## src/rtl/demux_1xx_to_40xx_reg.sv

```systemverilog
// Registered 1-to-40 scatter buffer: one write stream steered into 40 holding
// slots, each with its own valid bit, per-slot release and live occupancy count.
module demux_1xx_to_40xx_reg #(
    parameter int WIDTH = 8
) (
    input  logic                  clk,
    input  logic                  rst,
    input  logic                  wr_en,
    input  logic [5:0]            wr_select,
    input  logic [WIDTH-1:0]      wr_data,
    output logic                  wr_ready,
    input  logic [39:0]           consume,
    output logic [40*WIDTH-1:0]   out,
    output logic [39:0]           out_valid,
    output logic [5:0]            occupancy,
    output logic                  err_select
);

    localparam int NSLOT = 40;

    function automatic logic [5:0] popcount40(input logic [NSLOT-1:0] v);
        logic [5:0] n;
        n = '0;
        for (int i = 0; i < NSLOT; i++) begin
            n = n + {5'd0, v[i]};
        end
        return n;
    endfunction

    logic [WIDTH-1:0] r_data_p1 [NSLOT];
    logic [NSLOT-1:0] r_valid_p1;
    logic [5:0]       r_occ_p1;
    logic             r_err_p1;

    logic [NSLOT-1:0] w_sel_onehot;
    logic [NSLOT-1:0] w_slot_free;
    logic [NSLOT-1:0] w_wr_hit;
    logic [NSLOT-1:0] w_valid_nxt;
    logic             w_sel_legal;
    logic             w_accept;

    // Out-of-range ids decode to all-zero, so wr_ready falls out low for 40-63.
    always_comb begin
        w_sel_onehot = '0;
        for (int i = 0; i < NSLOT; i++) begin
            w_sel_onehot[i] = (wr_select == 6'(i));
        end
    end

    assign w_sel_legal = (wr_select < 6'd40);
    assign w_slot_free = ~r_valid_p1 | consume;
    assign wr_ready    = |(w_sel_onehot & w_slot_free);
    assign w_accept    = wr_en & wr_ready;
    assign w_wr_hit    = w_sel_onehot & {NSLOT{w_accept}};
    // A same-cycle write wins over a release of the same slot.
    assign w_valid_nxt = (r_valid_p1 & ~consume) | w_wr_hit;

    // ---- stage p1: slot registers, valids, occupancy, error pulse ----
    always_ff @(posedge clk) begin
        if (rst) begin
            r_valid_p1 <= '0;
            r_occ_p1   <= '0;
            r_err_p1   <= 1'b0;
        end else begin
            r_valid_p1 <= w_valid_nxt;
            r_occ_p1   <= popcount40(w_valid_nxt);
            r_err_p1   <= wr_en & ~w_sel_legal;
        end
    end

    always_ff @(posedge clk) begin
        for (int i = 0; i < NSLOT; i++) begin
            if (rst) begin
                r_data_p1[i] <= '0;
            end else if (w_wr_hit[i]) begin
                r_data_p1[i] <= wr_data;
            end
        end
    end

    for (genvar g = 0; g < NSLOT; g++) begin : g_out
        assign out[g*WIDTH +: WIDTH] = r_data_p1[g];
    end

    assign out_valid  = r_valid_p1;
    assign occupancy  = r_occ_p1;
    assign err_select = r_err_p1;

endmodule

```

## config.mk

```make
export PLATFORM = sky130hd
export DESIGN_NAME = demux_1xx_to_40xx_reg
export DESIGN_NICKNAME = d
export VERILOG_FILES = /design/src/rtl/demux_1xx_to_40xx_reg.sv
export SDC_FILE = /design/constraint.sdc
export NUM_CORES = 1
export LEC_CHECK = 0
export ABC_CLOCK_PERIOD_IN_PS = 9900
export BUFFER_PORTS_ARGS = -buffer_cell sky130_fd_sc_hd__buf_4
export CAP_MARGIN = 20
export CELL_PAD_IN_SITES_DETAIL_PLACEMENT = 1
export CELL_PAD_IN_SITES_GLOBAL_PLACEMENT = 1
export CORE_ASPECT_RATIO = 0.9
export CORE_MARGIN = 1
export CORE_UTILIZATION = 42
export DETAILED_ROUTE_END_ITERATION = 10
export PLACE_DENSITY_LB_ADDON = 0.25
export SLEW_MARGIN = 40
export SYNTH_ARGS = -nofsm -noshare
export SYNTH_HDL_FRONTEND = slang
export SYNTH_SLANG_ARGS = --single-unit
export TNS_END_PERCENT = 20
```

## constraint.sdc

```tcl
create_clock -name clk -period 9.9 [get_ports clk]
set_clock_uncertainty 0.15 [all_clocks]
set_input_delay 0 -clock clk [delete_from_list [all_inputs] [get_ports clk]]
set_output_delay 0 -clock clk [all_outputs]
set_load 0.01 [all_outputs]
```

==> results.md <==
- Die Area: 0.0409 mm²
- PortBufs: roughly 420
- Yosys reg bits: 367
- H-tree level count: 2
- Die height: 192 µm
- Yosys warnings: 0
- Top_reg_cell synth: edfxtp_1
- EDFF count, synth: 320
- Layout Nets: between 1500 and 2000
- Tightest Pin Transition: 0.906 ns
- Library cells used by synthesis: 63
- Power density cells: 164 mW/mm²
- Syn Nets: 1562
- Worst setup margin: roughly 1.4 ns
- Crit path DAT: 8.74 ns
- Clk_lat worst skew: 0.55 ns
- Largest net degree at the start of global routing: 110
- Ant. Diodes: 0
- Fin util: 0.569
- Final Wtd Congestion: between 0.8 and 0.9
- CTS max path bufs: 3
- CP Class: input port to flop
- Largest cells by area after synthesis: edfxtp_1 57%, dfxtp_1 5.6%, nand3_1 5.4%
- Relative max-transition margin: 0.394
- Crit-path max FO: 51
- Cells after synthesis: approximately 1500
- Setup-failing EPs final: 0
- Wire length per cell: 27.9 µm
- Startpoint Class: input port
- DRT antenna net count: 0
- Total core area: around 0.039 mm²
- Setup TNS: 0 ns
- Num CTS Buffers: 40
- Antenna violations before repair: 0
- First-pass GRT wire length: ~97 mm
- Grt total ovfl: 0
- Share of post-route cells with drive strength above 1: 0.296
- Post-synthesis sequential area ratio: 0.627
- Die X: about 210 µm
- Post-cts sizing count: 0
- Critical Path Sink Type: flop
- Post-route DRC: 0
- Detailed Route WL: 68.4 mm
- CTS sink count: 367
- Hold_ws: roughly 0.023 ns
- Synth area leader: edfxtp_1
- DP Worst Slack: roughly 1.5 ns
- Max Fclk: between 0.1 and 0.15 GHz
- Leak pwr: slightly above 8 nW
- First-pass detailed-route iteration total: 8
- Mapped Area: around 0.017 mm²
- Tcrit/Tclk final: 0.855
- Fin. Hold Viols: 0
- Post-synth ARST share: 0
- Unrepaired setup endpoints after global routing: no
- Clock root buffer: clkbuf_16
- Hpwl dp: 47.5 mm
- Worst EP required: 10.17 ns
- DR vias: 14400
- Tmin final: roughly 8.5 ns
- CTS tree: done
- Initial Utilization: 0.427
- Worst-path clk slew: approximately 0.060 ns
- Worst vdd ir: roughly 110 µV
- Share of the synthesized area in the top cell type: 0.571
- Vias in the first global route: between 10000 and 15000
- Site Rows: 69
- Max cap viols: 0
- Mean post-synth cell area: between 10 and 15 µm²
- Design Area, Final: ~0.022 mm²
- Worst min path class: input port to flop
- Postcts setup bufs: 0
- Placed cell areas: a little over 0.02 mm²
- Top Ports: 425
- Max-slew violations: 0
- GRT Resource Usage Total: 0.329
- Initial drt markers: around 1500
- Area Growth Syn to Fin: 33.3%
- Drt via density: approximately 6
- Status: completed
## synth_stat cells (all sizes together), types with 2 or more instances
library cell,count
o32ai,24
dfxtp,47
a21oi,3
nand2,52
or2,4
nand4b,3
fa,31
a311oi,2
nor3,150
o31ai,13
ha,11
buf,61
inv,30
o2bb2ai,2
o31a,7
or3,4
a2111oi,2
nor4,2
edfxtp,320
o41ai,6
a22oi,2
clkbuf,82
o21ai,5
or4b,3
and2,3
nor2,221
a21o,2
nand4bb,3
a31oi,24
nand4,2
a221oi,2
nor2b,39
nand3,180
mux2i,2
nand2b,53
o22ai,10
a31o,27
o21bai,16
o2111a,2
## power breakdown
group          internal, mW  total (mW)  leakage (nW)  switching (mW)
Sequential             1.75        1.78          3.42          0.0337
Combinational         0.153       0.461          4.26           0.308
Clock                 0.807        1.44         0.595           0.637
Total                  2.71        3.69          8.27           0.979
## worst paths after layout
| check | to | slack [ns] | cells after the start | from |
|---|---|---|---|---|
| max reg2reg | occupancy[4] | 1.47 | 23 | out_valid[8] |
| min reg2reg | out_valid[14] | 0.51 | 3 | out_valid[14] |
| min | r_data_p1[1][39] | 0.02 | 4 | wr_select[0] |
| max | occupancy[4] | 1.43 | 25 | wr_select[2] |
## flip-flops by register name (all words and copies together) (netlist names)
register and flops:
err_select 1, out_valid 40, r_data_p1 320, occupancy 6
## kinds of logic (layout without fill, tap and decap cells)
group,after synthesis,in the layout,share of synthesized area
AO/OA/AOI/OAI,151,151,0.0717
XOR/XNOR,2,2,0.00104
adder cells (fa/ha/maj),42,42,0.0450
buffers and inverters,173,634,0.0450
flip-flops,367,367,0.627
multiplexers,2,2,0.00119
AND/OR/NAND/NOR,726,726,0.209
## repair_timing
item | CTS | global route
hold buffers | 85 | 0
setup endpoints to repair | 0 | 0
endpoints found under the hold margin | 141 | 0
## placed cells by master (no fill, tap or decap), types with 4 or more instances in the layout
| cell type | synthesis | routed |
|---|---|---|
| edfxtp_1 | 320 | 320 |
| ha_1 | 11 | 11 |
| buf_6 | 6 | 7 |
| clkinv_2 | 0 | 6 |
| inv_1 | 29 | 29 |
| nand2_1 | 52 | 52 |
| o31ai_1 | 13 | 13 |
| or2_2 | 4 | 4 |
| o21ai_0 | 5 | 5 |
| a31oi_1 | 23 | 23 |
| nand3_1 | 180 | 180 |
| clkbuf_16 | 0 | 41 |
| o41ai_1 | 5 | 5 |
| o22ai_1 | 10 | 10 |
| dlygate4sd3_1 | 0 | 85 |
| o21bai_1 | 16 | 7 |
| o21bai_2 | 0 | 9 |
| nor3_1 | 149 | 144 |
| nor2_1 | 221 | 212 |
| a31o_2 | 26 | 26 |
| nor2_2 | 0 | 9 |
| nor3_2 | 1 | 4 |
| nand2b_1 | 53 | 53 |
| buf_4 | 1 | 442 |
| nor2b_1 | 39 | 39 |
| o32ai_1 | 24 | 24 |
| clkbuf_1 | 82 | 13 |
| dfxtp_1 | 47 | 47 |
| fa_1 | 31 | 31 |
| o31a_1 | 7 | 7 |
## per-layer routing
metal  wire (µm)  part of all wire  up-vias  GRT usage
met5           0                 0        -          0
met4        2280             0.033        0      0.108
met3        5170             0.076      131     0.0577
met2       33400              0.49      711      0.547
met1       27600              0.40     7411      0.435
li1            -                 -     6193          -
## worst max-delay path: stages
cell and delay, ns:
dlygate4sd3_1 0.54, buf_4 0.26, nand4bb_1 0.61, nor3_1 0.16
a311oi_2 0.34, nand4_2 0.25, nor4_4 0.39, clkinv_2 0.67
a31oi_1 0.50, fa_1 0.47, fa_1 0.52, fa_1 0.55
inv_1 0.06, fa_1 0.52, inv_1 0.05, fa_1 0.54
fa_1 0.47, fa_1 0.56, inv_1 0.05, ha_1 0.20
fa_1 0.41, a21o_1 0.19, a21oi_1 0.17, xor2_1 0.17
nor2_1 0.05
## cell type report
type                            count  area, µm²
Clock buffer                       56       1100
Inverter                           30        114
Timing Repair Buffer              534       4250
Clock inverter                     14        130
Multi-Input combinational cell    923       5630
Tap cell                          532        666
Fill cell                        4119      17000
Sequential cell                   367      10600
## metrics by stage
step | total power, mW | instances
floorplan | 2.03 | 1463
global placement | 2.24 | 2299
detailed placement | 2.25 | 2301
CTS | 3.69 | 2456
global route | 3.78 | 2456
finish | 3.69 | 2456
Note: power is estimated with default switching activity, not from simulation.
